--- src/rtl/fp16_norm_round_pack.sv ---
// rtl/fp16_norm_round_pack.sv - normalise, RNE-round and pack a binary16 multiplier product
// Four-state pipeline: IDLE captures, NORM aligns, ROUND rounds and packs, DONE holds for the consumer.
module fp16_norm_round_pack #(
  parameter int EXP_W = 5,
  parameter int MAN_W = 10,
  parameter int BIAS  = 15
) (
  input  logic                       clk,
  input  logic                       rst_n,
  input  logic                       in_valid,
  output logic                       in_ready,
  input  logic                       in_sign,
  input  logic                       in_zero,
  input  logic [EXP_W+1:0]           in_exp_sum,
  input  logic [2*(MAN_W+1)-1:0]     in_prod,
  output logic                       out_valid,
  input  logic                       out_ready,
  output logic [EXP_W+MAN_W:0]       out_fp,
  output logic                       out_ovf,
  output logic                       out_unf
);

  localparam int PW = 2 * (MAN_W + 1);
  localparam int FW = EXP_W + MAN_W + 1;
  localparam logic signed [7:0] BIAS_S = 8'(BIAS);
  localparam logic signed [7:0] EMAX   = 8'((1 << EXP_W) - 1);

  typedef enum logic [1:0] {S_IDLE, S_NORM, S_ROUND, S_DONE} state_t;

  state_t r_state, w_state_nxt;

  logic                    r_sign, r_zero;
  logic [EXP_W+1:0]        r_exp_sum;
  logic [PW-1:0]           r_prod;
  logic signed [7:0]       r_e;
  logic [MAN_W-1:0]        r_m;
  logic                    r_g, r_s;
  logic [FW-1:0]           r_out_fp;
  logic                    r_out_ovf, r_out_unf;

  logic signed [7:0]       w_e_base, w_e_norm, w_e_rnd;
  logic [MAN_W-1:0]        w_m_norm, w_m_rnd;
  logic                    w_g_norm, w_s_norm, w_rnd_up;
  logic [MAN_W:0]          w_m_sum;
  logic [FW-1:0]           w_fp;
  logic                    w_ovf, w_unf;

  always_ff @(posedge clk or negedge rst_n) begin
    if (!rst_n) r_state <= S_IDLE;
    else        r_state <= w_state_nxt;
  end

  always_comb begin
    w_state_nxt = r_state;
    case (r_state)
      S_IDLE:  if (in_valid) w_state_nxt = S_NORM;
      S_NORM:  w_state_nxt = S_ROUND;
      S_ROUND: w_state_nxt = S_DONE;
      S_DONE:  if (out_ready) w_state_nxt = S_IDLE;
      default: w_state_nxt = S_IDLE;
    endcase
  end

  assign in_ready  = (r_state == S_IDLE);
  assign out_valid = (r_state == S_DONE);
  assign out_fp    = r_out_fp;
  assign out_ovf   = r_out_ovf;
  assign out_unf   = r_out_unf;

  // A product at or above 2^(PW-1) carries one extra integer bit, so shift one further.
  always_comb begin
    w_e_base = signed'(8'(r_exp_sum)) - BIAS_S;
    if (r_prod[PW-1]) begin
      w_m_norm = r_prod[PW-2 -: MAN_W];
      w_g_norm = r_prod[PW-2-MAN_W];
      w_s_norm = |r_prod[PW-3-MAN_W:0];
      w_e_norm = w_e_base + 8'sd1;
    end else begin
      w_m_norm = r_prod[PW-3 -: MAN_W];
      w_g_norm = r_prod[PW-3-MAN_W];
      w_s_norm = |r_prod[PW-4-MAN_W:0];
      w_e_norm = w_e_base;
    end
  end

  // Mantissa carry-out wraps the field to zero and bumps the exponent.
  always_comb begin
    w_rnd_up = r_g & (r_s | r_m[0]);
    w_m_sum  = {1'b0, r_m} + {{MAN_W{1'b0}}, w_rnd_up};
    w_m_rnd  = w_m_sum[MAN_W-1:0];
    w_e_rnd  = w_m_sum[MAN_W] ? (r_e + 8'sd1) : r_e;
    w_fp     = {r_sign, w_e_rnd[EXP_W-1:0], w_m_rnd};
    w_ovf    = 1'b0;
    w_unf    = 1'b0;
    if (r_zero) begin
      w_fp = {r_sign, {(FW-1){1'b0}}};
    end else if (w_e_rnd >= EMAX) begin
      w_fp  = {r_sign, {EXP_W{1'b1}}, {MAN_W{1'b0}}};
      w_ovf = 1'b1;
    end else if (w_e_rnd <= 8'sd0) begin
      w_fp  = {r_sign, {(FW-1){1'b0}}};
      w_unf = 1'b1;
    end
  end

  always_ff @(posedge clk or negedge rst_n) begin
    if (!rst_n) begin
      r_sign    <= 1'b0;
      r_zero    <= 1'b0;
      r_exp_sum <= '0;
      r_prod    <= '0;
      r_e       <= '0;
      r_m       <= '0;
      r_g       <= 1'b0;
      r_s       <= 1'b0;
      r_out_fp  <= '0;
      r_out_ovf <= 1'b0;
      r_out_unf <= 1'b0;
    end else begin
      case (r_state)
        S_IDLE: begin
          if (in_valid) begin
            r_sign    <= in_sign;
            r_zero    <= in_zero;
            r_exp_sum <= in_exp_sum;
            r_prod    <= in_prod;
          end
        end
        S_NORM: begin
          r_e <= w_e_norm;
          r_m <= w_m_norm;
          r_g <= w_g_norm;
          r_s <= w_s_norm;
        end
        S_ROUND: begin
          r_out_fp  <= w_fp;
          r_out_ovf <= w_ovf;
          r_out_unf <= w_unf;
        end
        default: ;
      endcase
    end
  end

endmodule

--- config.mk ---
export PLATFORM = sky130hd
export DESIGN_NAME = fp16_norm_round_pack
export DESIGN_NICKNAME = d
export VERILOG_FILES = /design/src/rtl/fp16_norm_round_pack.sv
export SDC_FILE = /design/constraint.sdc
export NUM_CORES = 1
export LEC_CHECK = 0
export ABC_CLOCK_PERIOD_IN_PS = 3400
export BUFFER_PORTS_ARGS = -buffer_cell sky130_fd_sc_hd__buf_2
export CAP_MARGIN = 20
export CELL_PAD_IN_SITES_DETAIL_PLACEMENT = 1
export CELL_PAD_IN_SITES_GLOBAL_PLACEMENT = 2
export CORE_ASPECT_RATIO = 0.5
export CORE_MARGIN = 3
export CORE_UTILIZATION = 39
export CTS_BUF_LIST = sky130_fd_sc_hd__clkbuf_4 sky130_fd_sc_hd__clkbuf_8
export DETAILED_ROUTE_END_ITERATION = 8
export GPL_TIMING_DRIVEN = 0
export PLACE_DENSITY = 0.93
export SYNTH_ARGS = -nofsm -noshare
export SYNTH_HDL_FRONTEND = slang
export SYNTH_SLANG_ARGS = --single-unit
--- constraint.sdc ---
create_clock -name clk -period 3.4 [get_ports clk]
set_clock_uncertainty 0.05 [all_clocks]
set_input_delay 0.34 -clock clk [delete_from_list [all_inputs] [get_ports clk]]
set_output_delay 0.34 -clock clk [all_outputs]
set_load 0.005 [all_outputs]
After elaboration in Yosys (flattened, before gate mapping). Index checks and enable logic that the tools add are counted. Widths: inputs -> output; s select.

$mul: 0. Shift operators: 0. Reduce and logical (&&, ||, !) cells: 5. Bitwise gates (word level): 2. Order comparisons: 2. Muxes and demuxes: 16. Equal/unequal tests: 5. Div/mod/pow operators: 0. $add $sub $neg: 4.

Operators by type and width (number): $mux 15 (3); $add 8x2->8 const B (2); $mux 8 (2); $add 10x1->11 (1); $mux 10 (1); $reduce_or 10->1 (1); $reduce_or 9->1 (1); $ge 8x6->1 const B (1); $le 8x1->1 const B (1); $pmux 2 s4 (1); $sub 7x4->8 const B (1); $mux 1 (7); $eq 2x2->1 const B (2); $mux 2 (2); $reduce_and 2->1 (2); $eq 2x1->1 const B (1); $logic_not 2->1 (1); $ne 2x1->1 const B (1); $ne 2x2->1 const B (1); $and 1x1->1 (1); $or 1x1->1 (1).

Bits in read-only memories: 0. Latch bits: 0. Memories: 0. Bits in registers: 71. Word-level logic and storage cells: 46. Input bits: 35. RAM bits: 0.

Depth between registers and ports, before layout.
Depth after elaboration: 8. Depth in mapped cells: 9.

Least setup slack after synthesis. Ideal clock, no wire load.

Path type: reg-to-reg. From: register r_m[0]. To: register r_out_fp[3] (netlist: out_fp[3]). Setup time: 150 ps. Arrival time: 2201 ps. Stages on the path, launching flop included: 10. Path buffers: 1. Data required time: 3200 ps. Setup slack: 999 ps. Period minus slack after synthesis: 2401 ps. Cell sequence: dfrtp_1 -> o21a_1 -> ha_1 -> ha_1 -> nand4_4 -> nor4_4 -> mux2i_1 -> a211o_1 -> buf_6 -> o32ai_2.

Cells in the longest elaborated chain, start to end: 8.

Ends and longest elaborated chain: from (decl) (line 36) `logic [MAN_W-1:0] r_m;`; from (signal assigned) (line 131) `r_m <= w_m_norm;`; $or 1x1->1 (line 88) `w_rnd_up = r_g & (r_s | r_m[0]);`; $and 1x1->1 (line 88); $add 10x1->11 (*) (line 89) `w_m_sum = {1'b0, r_m} + {{MAN_W{1'b0}}, w_rnd_up};`; $mux 8 (line 91) `w_e_rnd = w_m_sum[MAN_W] ? (r_e + 8'sd1) : r_e;`; $le 8x1->1 (line 100) `end else if (w_e_rnd <= 8'sd0) begin`; $mux 15 (line 100); $mux 15 (*) (line 97) `end else if (w_e_rnd >= EMAX) begin`; $mux 15 (*) (line 95) `if (r_zero) begin`; to (signal assigned) (line 136) `r_out_fp <= w_fp;`; to (decl) (line 38) `logic [FW-1:0] r_out_fp;`.

Every way passes the cells marked *; elsewhere a longest branch is shown, timed or not. A chain may end at the register's enable or synchronous reset.

Final worst setup path.
From: register r_m[0]. To: register r_out_fp[8] (netlist: out_fp[8]).

Same word-level chain as after synthesis.

==> results by group <==
Outcome
  – Status: finished clean

Synthesis
  – Synth area leaders: dfrtp_1, mux2_2, o32ai_2
  – Netlist cell types: 46
  – Complex-gate fraction of the synthesized area: 0.117
  – Post-synth EDFFs: 0
  – Yosys reg bits: 71
  – XOR/XNOR Fraction of Synth Area: 0.0628
  – Primary FF master, synth: dfrtp_1
  – Most frequent cell after synthesis: dfrtp_1
  – Post-synth ARST share: 1.00
  – Syn Std Cell Area: 3630 um^2
  – Synth top area share: 0.490
  – Biggest area consumer among synthesized cells: dfrtp_1
  – Adder-cell share of the synthesized area: 0.0345
  – Mapped Avg Cell Area: 11.7 um^2
  – Warnings, synthesis: 0
  – Mux cell area share after synthesis: 0.151
  – Sequential fraction of the synthesis area: 0.490
  – Post-synthesis cell count: 309
  – Mapped Nets: 354
  – Simple-gate area share of the yosys netlist: 0.107
  – Main combinational cell family by area after synthesis: multiplexers
  – Synth top cells by count: dfrtp_1, mux2_2, nor2_1, inv_1

Detailed routing
  – Drc violations: 0
  – Via density: 5.20
  – Final WL: 8500 um
  – Routed vias: 2573
  – Initial DRC count: 130
  – DR WL/cell: 17.2 um
  – Detail Route Antenna Nets: 0
  – TritonRoute pass-1 iters: 4

Die
  – DIE WIDTH: 142 um
  – Top-level port count: 55
  – DIE AREA: 10600 um^2
  – Cell Rows: 24
  – Core area: 8890 um^2
  – Die Ht: 74.2 um
  – Initial Util: 0.408

Critical path
  – Critical Setup Path Class: reg2reg
  – Crit path DAT: 3.07 ns
  – Startpoint Class: flip-flop
  – Worst EP required: 3.54 ns
  – Crit Path Max Fanout: 10
  – Worst setup EP type: flip-flop

Placement
  – Port Buffer Count: 54
  – DP HPWL: 6200 um
  – Global placer's final weighted congestion: 0.799

STA
  – Minimum clock period: 2.94 ns
  – # setup viols final: 0
  – Worst-Margin Slew: 0.886 ns
  – Final Hold Fails: 0
  – Relative slew slack: 0.409
  – Slew Viols, Final: 0
  – Fin crit share: 0.864
  – Setup TNS: 0 ns
  – Unrepaired setup endpoints after global routing: false
  – WHS: 0.0749 ns
  – Fmax: 0.340 GHz

Power and ir drop
  – Lkg Pwr: 1.87 nW
  – Overall power: 4.28 mW
  – Pwr/cell area: 1000 nW/um^2
  – Maximum vdd ir drop: 0.000309 V

CTS
  – Worst-path clk slew: 0.07 ns
  – Clock Sinks: 71
  – CTS tree: done
  – Post_cts resized: 0
  – Clk Latency, worst-skew pair: 0.34 ns
  – H-tree depth: 3
  – Root Driver: clkbuf_8
  – Hold_buf cts: 0
  – Postcts setup bufs: 0
  – Maximum clock insertion buffer count: 2
  – Cts bufs inserted: 9

Cells and area
  – Area growth from synthesis to layout: 17.5%
  – Ant. Diodes: 0
  – Layout cell share with drive strength beyond 1: 0.331
  – Post-layout util: 0.480
  – Post-layout nets: 419

Min path
  – HP Class: in2async

Global route
  – Number of global-route vias before repair: 2866
  – Total track usage: 0.174
  – Initial antenna violation count: 0
  – First-pass GRT wire length: 14500 um
  – Pin count of the biggest net entering global routing: 72
  – Grt ovf: 0

Job
  – Max-Cap Viols: 0
cell type report:
cell class	instances	area (um^2)
plain buffers	14	61.3
clock buffers	11	145
clock inverters	4	70.1
fillers	1001	4630
inverters	21	78.8
multi-input cells	203	1710
flip-flops and latches	71	1780
well taps	117	146
repair buffers	54	273
flip-flops by register name (all words and copies together), names as in the netlist:
register	cells
r_s	1
out_ovf	1
r_prod	22
r_m	10
r_zero	1
out_fp	16
r_state	2
r_g	1
out_unf	1
r_e	8
r_sign	1
r_exp_sum	7
power by group:
group	internal (mW)	total, mW	leakage [nW]	switching [mW]
clock network	0.435	0.730	0.113	0.295
registers	1.25	1.60	0.855	0.357
logic	0.910	1.95	0.901	1.04
total	2.59	4.28	1.87	1.69
critical path, stage by stage (launching register included):
cell	delay, ns
dfrtp_1	0.39
o21a_1	0.14
ha_1	0.23
ha_1	0.30
nand4_4	0.22
nor4_4	0.39
mux2i_1	0.56
a211o_1	0.24
buf_6	0.18
o32ai_2	0.10
worst paths after layout:
kind | end | start | slack [ns] | cells past startpoint
worst max-delay path | out_fp[8] | r_m[0] | 0.46 | 9
worst min-delay path | out_fp[10] | rst_n | 0.07 | 1
worst max register to register | out_fp[8] | r_m[0] | 0.46 | 9
worst min register to register | out_fp[13] | out_fp[13] | 0.44 | 1
max in group asynchronous | r_sign | rst_n | 2.66 | 1
min in group clk | r_exp_sum[2] | in_exp_sum[2] | 0.18 | 2
cells in the final DEF, fill, tap and decap left out, types with 2 or more instances in the layout:
cell type	Yosys	layout
clkbuf_1	9	9
mux2_2	37	37
buf_2	1	54
nor4_1	3	3
clkbuf_8	0	10
nand4_1	4	4
xor2_1	12	12
dfrtp_1	71	71
clkinv_2	0	2
o32ai_2	9	9
mux2i_1	13	13
o21ai_0	3	3
nor2_1	24	24
a22o_1	2	2
ha_1	10	10
nand2b_1	2	2
a21oi_1	14	14
inv_1	21	21
nand2_1	8	8
xnor2_1	14	14
a31oi_1	3	3
bufinv_16	0	2
nor2b_1	2	2
nor3_1	5	5
o2bb2ai_1	5	5
nand3_1	11	11
buf_1	3	3
nor4b_1	2	2
logic make-up after synthesis:
logic type / Yosys count
flip-flops: 71
multiplexers: 50
adder cells (fa/ha/maj): 10
AND/OR/NAND/NOR: 70
XOR/XNOR: 26
AO/OA/AOI/OAI: 47
buffers and inverters: 35
stage by stage:
stage,area [um^2],setup WS [ns],std cells
floorplan,3630,0.999,309
global placement,4050,0.583,480
detailed placement,4050,0.472,480
CTS,4260,0.435,495
global route,4260,0.209,495
finish,4260,0.463,495
layer usage:
layer / up-vias / GRT usage / part of all wire / wire (um)
li1: 1233 / - / - / -
met1: 1291 / 0.225 / 0.47 / 3990
met2: 41 / 0.287 / 0.48 / 4060
met3: 8 / 0.0488 / 0.039 / 334
met4: 0 / 0.0580 / 0.014 / 121
met5: - / 0 / 0 / 0
(Power assumes the default switching activity.)
